==> src/rtl/muldiv_sequencer.sv <==
// Iterative RV32M multiply/divide unit: radix-2 shift-add multiply and restoring divide,
// sequenced by a small FSM that stalls the pipeline until a one-cycle done.
module muldiv_sequencer #(
  parameter int XLEN  = 32,
  parameter int CNT_W = 6
) (
  input  logic            clk,
  input  logic            reset,
  input  logic            start,
  input  logic [2:0]      func3,
  input  logic [XLEN-1:0] opA,
  input  logic [XLEN-1:0] opB,
  input  logic            flush,
  output logic            stall,
  output logic            busy,
  output logic            done,
  output logic [XLEN-1:0] result
);

  localparam logic [1:0] S_IDLE = 2'd0;
  localparam logic [1:0] S_RUN  = 2'd1;
  localparam logic [1:0] S_FIN  = 2'd2;
  localparam logic [1:0] S_DONE = 2'd3;

  localparam logic [XLEN-1:0] MIN_NEG = {1'b1, {(XLEN-1){1'b0}}};

  logic [1:0]        state;
  logic [CNT_W-1:0]  cnt;
  logic [2*XLEN-1:0] acc;
  logic [XLEN-1:0]   breg;
  logic [2:0]        op;
  logic              neg;

  logic              signeda, signedb, startneg, special;
  logic [XLEN-1:0]   absa, absb, specval;
  logic [XLEN:0]     mulsum, divshift, divtrial;
  logic [2*XLEN-1:0] mulnext, divnext, pfin;
  logic [XLEN-1:0]   divv, dfin, finval;

  assign busy  = (state != S_IDLE);
  assign stall = ((state == S_IDLE) & start & ~flush) | (state == S_RUN) | (state == S_FIN);

  // Operand capture: magnitudes for signed forms, plus the sign the final result must carry.
  always_comb begin
    signeda  = 1'b0;
    signedb  = 1'b0;
    startneg = 1'b0;
    case (func3)
      3'b001, 3'b100: begin
        signeda  = 1'b1;
        signedb  = 1'b1;
        startneg = opA[XLEN-1] ^ opB[XLEN-1];
      end
      3'b010: begin
        signeda  = 1'b1;
        startneg = opA[XLEN-1];
      end
      3'b110: begin
        signeda  = 1'b1;
        signedb  = 1'b1;
        startneg = opA[XLEN-1];
      end
      default: ;
    endcase
    absa = (signeda & opA[XLEN-1]) ? -opA : opA;
    absb = (signedb & opB[XLEN-1]) ? -opB : opB;
  end

  // Divide-by-zero and signed overflow finish immediately without iterating.
  always_comb begin
    special = 1'b0;
    specval = '0;
    if (func3[2] && (opB == '0)) begin
      special = 1'b1;
      specval = func3[1] ? opA : '1;
    end else if (func3[2] && !func3[0] && (opA == MIN_NEG) && (opB == '1)) begin
      special = 1'b1;
      specval = func3[1] ? '0 : opA;
    end
  end

  // One iteration step; acc holds {partial product, multiplier} or {remainder, dividend/quotient}.
  always_comb begin
    mulsum   = {1'b0, acc[2*XLEN-1:XLEN]} + (acc[0] ? {1'b0, breg} : {(XLEN+1){1'b0}});
    mulnext  = {mulsum, acc[XLEN-1:1]};
    divshift = {acc[2*XLEN-1:XLEN], acc[XLEN-1]};
    divtrial = divshift - {1'b0, breg};
    if (divtrial[XLEN])
      divnext = {divshift[XLEN-1:0], acc[XLEN-2:0], 1'b0};
    else
      divnext = {divtrial[XLEN-1:0], acc[XLEN-2:0], 1'b1};
  end

  always_comb begin
    pfin = neg ? -acc : acc;
    divv = op[1] ? acc[2*XLEN-1:XLEN] : acc[XLEN-1:0];
    dfin = neg ? -divv : divv;
    if (op[2])
      finval = dfin;
    else if (op[1:0] == 2'b00)
      finval = pfin[XLEN-1:0];
    else
      finval = pfin[2*XLEN-1:XLEN];
  end

  // Sequencer: flush beats start, and done is only ever raised for one cycle.
  always_ff @(posedge clk) begin
    if (reset) begin
      state  <= S_IDLE;
      cnt    <= '0;
      acc    <= '0;
      breg   <= '0;
      op     <= '0;
      neg    <= 1'b0;
      done   <= 1'b0;
      result <= '0;
    end else begin
      done <= 1'b0;
      if (flush) begin
        state <= S_IDLE;
      end else begin
        case (state)
          S_IDLE: begin
            if (start) begin
              op  <= func3;
              neg <= startneg;
              cnt <= '0;
              if (special) begin
                result <= specval;
                done   <= 1'b1;
                state  <= S_DONE;
              end else begin
                acc   <= {{XLEN{1'b0}}, absa};
                breg  <= absb;
                state <= S_RUN;
              end
            end
          end
          S_RUN: begin
            acc <= op[2] ? divnext : mulnext;
            cnt <= cnt + 1'b1;
            if (cnt == CNT_W'(XLEN-1))
              state <= S_FIN;
          end
          S_FIN: begin
            result <= finval;
            done   <= 1'b1;
            state  <= S_DONE;
          end
          default: state <= S_IDLE;
        endcase
      end
    end
  end

endmodule

==> config.mk <==
export PLATFORM = sky130hd
export DESIGN_NAME = muldiv_sequencer
export DESIGN_NICKNAME = d
export VERILOG_FILES = /design/src/rtl/muldiv_sequencer.sv
export SDC_FILE = /design/constraint.sdc
export NUM_CORES = 1
export LEC_CHECK = 0
export BUFFER_PORTS_ARGS = -buffer_cell sky130_fd_sc_hd__buf_2
export CAP_MARGIN = 30
export CORE_MARGIN = 4
export CORE_UTILIZATION = 50
export DETAILED_ROUTE_END_ITERATION = 6
export GPL_ROUTABILITY_DRIVEN = 1
export GPL_TIMING_DRIVEN = 0
export PLACE_DENSITY = 0.78
export SETUP_SLACK_MARGIN = 0.4
export SYNTH_ARGS = -nofsm -noshare
export SYNTH_HDL_FRONTEND = slang
export SYNTH_SLANG_ARGS = --single-unit
==> constraint.sdc <==
create_clock -name clk -period 7.3 [get_ports clk]
set_input_delay 1.095 -clock clk [delete_from_list [all_inputs] [get_ports clk]]
set_output_delay 1.095 -clock clk [all_outputs]
set_load 0.1 [all_outputs]
== Word-level counts from Yosys, hierarchy flattened ==
Index checks and enable logic that the tools add are counted.
Word-level totals
  input port bits: 71
  register bits: 141
  word-level logic and storage cells: 93
  output and inout port bits: 35
Cells by class
  bitwise gates (word level): 9
  reduce and logical (&&, ||, !) cells: 22
  $add $sub $neg: 7
  muxes and demuxes: 34
  equal/unequal tests: 13
Operators with widths (count)
  two-way mux 32 bit: 13
  two-way mux 64 bit: 5
  case mux 64 bit (2 select lines): 1
  negation 32 bit: 3
  == test 32 bit (second input constant): 2
  negation 64 bit: 1
  case mux 32 bit (2 select lines): 1
  adder 32 x 32 -> 33 bit: 1
  subtractor 33 x 32 -> 33 bit: 1
  logical NOT 32 bit: 1
  case mux 6 bit (2 select lines): 1
  AND reduction 4 bit: 3
  adder 6 x 1 -> 6 bit (second input constant): 1
  == test 3 bit (second input constant): 2
  == test 6 x 5 -> 1 bit (second input constant): 1
  two-way mux 1 bit: 6
  two-way mux 2 bit: 3
  two-way mux 6 bit: 1
  inequality test 2 bit (second input constant): 3
  case mux 2 bit (3 select lines): 1
  AND reduction 3 bit: 2
  nonzero test 2 bit: 3
  OR reduction 2 bit: 3
  AND 1 bit: 4
  other kinds (15): 22

== Depth between registers and ports, before layout ==
  word-level depth: 9
  mapped depth: 15
  gate-level depth less buffers: 13

== Worst setup path before layout ==
No wires, ideal clock.
  path type: register to register
  start: register op[1]
  end: register result[26]
  arrival: 3.933 ns
  library setup time: 0.132 ns
  clock period less this slack: 4.065 ns
  path buffers: 5
  cell stages (with the launch flop): 16
  path slack: 3.235 ns
  required time: 7.168 ns
  cell sequence: dfxtp_1 clkbuf_1 buf_1 clkbuf_1 buf_1 clkbuf_1 mux2i_1 ha_1 o221ai_1 or3_1 nand2b_1 o31ai_1 xnor2_1 nor2_1 nor4_1 nor3_1
Between the ends
  longest elaborated chain between the ends: 5
  elaborated cells on any way between the ends: 7
  those cells by class: 1 x add/sub; 5 x mux; 1 x reduce/logical
Ends and longest elaborated chain
  start: declaration: RTL line 31  | logic [2:0] op;
  start signal: assignment: RTL line 125  | op <= func3;
  two-way mux 32 bit: RTL line 96  | divv = op[1] ? acc[2*XLEN-1:XLEN] : acc[XLEN-1:0];
  negation 32 bit: RTL line 97  | dfin = neg ? -divv : divv;
  two-way mux 32 bit: RTL line 97
  two-way mux 32 bit *: RTL line 98  | if (op[2])
  case mux 32 bit (2 select lines) *: RTL line 122  | case (state)
  end signal: assignment: RTL line 129  | result <= specval;
  end signal: assignment: RTL line 146  | result <= finval;
  end: declaration: RTL line 17  | output logic [XLEN-1:0] result
Mark *: on every way between the ends. The rest lies on a longest branch, timed or not.
A chain may end at the register's enable or synchronous reset.

== Final worst setup path ==
Same ends and word-level chain as after synthesis.

==> reports/summary.txt <==
outcome -> finished clean
hold path start -> result[12]
VDD IR max -> 155 µV
minimum clock period after layout -> 6.23 ns
PnR worst setup slack -> 1.07 ns
yosys warns -> 0
Worst Setup Start Kind -> register
core box area -> 28800 µm²
CTS max path bufs -> 2
CTS Sinks -> 141
TritonRoute pass-1 iters -> 7
pre-CTS setup slack -> 1.46 ns
Seq/Total Area, Yosys -> 19.3%
Setup-failing EPs final -> 0
Async SR Flop Fraction -> 0%
Post-CTS Hold Buffers -> 0
area delta synth->final -> 11.1%
leakage -> 6.00 nW
Die Y-Extent -> 179 µm
Worst Max-Slew Pin Slew -> 1.11 ns
WP data required -> 7.63 ns
starting density of the core -> 50.8%
area leader, netlist -> dfxtp_1
Hold Path Class -> reg -> reg
syn_area_per_cell -> 7.10 µm²
drt wl/cell -> 25.0 µm
initial drt markers -> 2256
Routed WL -> 64.5 mm
endpoints failing hold -> 0
layout cells sized above 1 -> 8.64%
vias in the first global route -> 15618
crit path kind -> reg -> reg
Root Buffer Master -> clkbuf_16
Worst-Skew Late Latency -> 0.46 ns
final setup TNS -> 0 ns
critical path peak fanout -> 10
I/O Buffers -> 103
Main synth FF type -> dfxtp_1
reg2reg path depth -> 15
global-route wire length before repair -> 95.3 mm
Die ar. -> 32100 µm²
RR Startpoint -> op[1]
Final Slew Violations -> 0
top cell type's share of synthesized area -> 19.3%
DRT antenna net count -> 0
DP HPWL -> 50.7 mm
Setup crit end kind -> register
most frequent cells after synthesis -> nor2_1, nand2_1, a21oi_1
CTS Buf Count -> 17
post-cts repair resize count -> 0
synthesized flop and latch total -> 141
Max-cap violations -> 0
syn_nets -> 2207
global route overflow -> 0
IO Count -> 106
period utilization -> 85.3%
number of flops mapped to enable cells by yosys -> 0
Hold Path Cell Cnt -> 2
post-synth cell types -> 77
routed via count -> 17023
GRT Overall Usage -> 39.4%
Via-to-Cell Ratio -> 6.59
DRC viols -> 0
most numerous cell in the Yosys netlist -> nor2_1
CP Launch Point -> op[1]
Slew HR -> 24.1%
RSZ-0062 raised after global routing -> no
fmax -> 0.161 GHz
GP Congestion -> 1.08
Mapped Area -> 14600 µm²
nets -> 2333
CTS H-tree lvls -> 4
CP arrival -> 6.55 ns
largest net degree at the start of global routing -> 17
setup bufs post-CTS -> 0
# rows -> 62
Synth area leaders -> dfxtp_1, nor2_1, xnor2_1, ha_1, mux2i_1
pwr dens -> 160 nW/µm²
Final Skew -> 0.0124 ns
Ant. Diodes -> 0
Synth Instances -> 2060
initial antenna violation count -> 2
die width -> 179 µm
CTS tree -> done
clock-pin slew on the worst setup and hold paths -> 0.07 ns
[critical path: stages (launching register included)]
cell and delay [ns]:
dfxtp_1 0.43, clkbuf_1 0.46, buf_1 0.62, clkbuf_1 0.60, buf_1 0.58, clkbuf_1 0.75, mux2i_1 0.27, ha_1 0.22
o221ai_1 0.23, or3_1 0.49, nand2b_1 0.33, o31ai_1 0.34, xnor2_1 0.16, nor2_1 0.06, nor4_1 0.42, nor3_1 0.09
[routing by layer]
metal	up-vias	routed length (µm)	track usage, %	part of all wire (%)
li1	7746	-	-	-
met2	1087	26700	58.3	41
met3	173	7910	9.34	12
met5	-	16	0	0.025
met4	2	2550	15.4	4.0
met1	8015	27300	55.3	42
[worst paths after layout]
check | to | slack [ns]
worst max-delay path | result[26] | 1.07
worst min register to register | result[12] | 0.49
worst max register to register | result[26] | 1.07
worst min-delay path | result[12] | 0.49
[flip-flops by register name, indices dropped and copies added (netlist names)]
name,cells
neg,1
cnt,6
state,2
breg,32
done,1
op,3
result,32
acc,64
[layout by cell type (no fill, tap or decap), types with 26 or more instances in the layout]
cell,synthesis,final
o211ai_1,39,39
o31ai_1,34,34
a21oi_1,154,154
ha_1,74,74
clkbuf_1,119,119
o21ai_0,120,120
inv_1,67,67
buf_2,17,122
xnor2_1,110,110
nor2_1,258,258
nand2_1,191,191
a211oi_1,49,49
mux2i_1,81,81
a31oi_1,27,27
o22ai_1,26,26
xor2_1,88,88
dfxtp_1,141,141
nor3_1,92,92
[cell type report]
cell class	count	area, µm²
Timing Repair Buffer	107	548
Inverter	69	259
Sequential cell	141	2820
Clock buffer	17	425
Clock inverter	15	173
Tap cell	384	480
Buffer	145	569
Multi-Input combinational cell	1705	11000
Fill cell	2868	12500
[stage by stage]
stage	power (mW)	instance area, µm²	hold slack (ns)	std cells	util, %
after floorplan	1.38	14600	0.474	2060	-
final	2.61	16300	0.490	2583	56.5
after CTS	2.57	16200	0.491	2582	56.4
after detailed placement	1.65	15600	0.479	2550	54.4
after global placement	1.65	15600	0.476	2547	54.3
after global routing	2.69	16300	0.505	2583	56.5
[kinds of logic after synthesis]
group | after synthesis | share of synthesized area (%)
muxes | 91 | 6.31
AOI/OAI and AO/OA | 596 | 26.4
buffers and inverters | 214 | 5.66
adders and majority gates | 76 | 6.60
xor gates and xnor gates | 198 | 11.9
and+or+nand+nor | 744 | 23.9
DFF | 141 | 19.3
[where the power goes]
group          internal [mW]  switching (mW)  total (mW)  leakage (nW)
clock network          0.515           0.417       0.932         0.290
registers              0.799          0.0273       0.827          1.15
logic                  0.273           0.578       0.851          4.57
(Power assumes the default switching activity.)
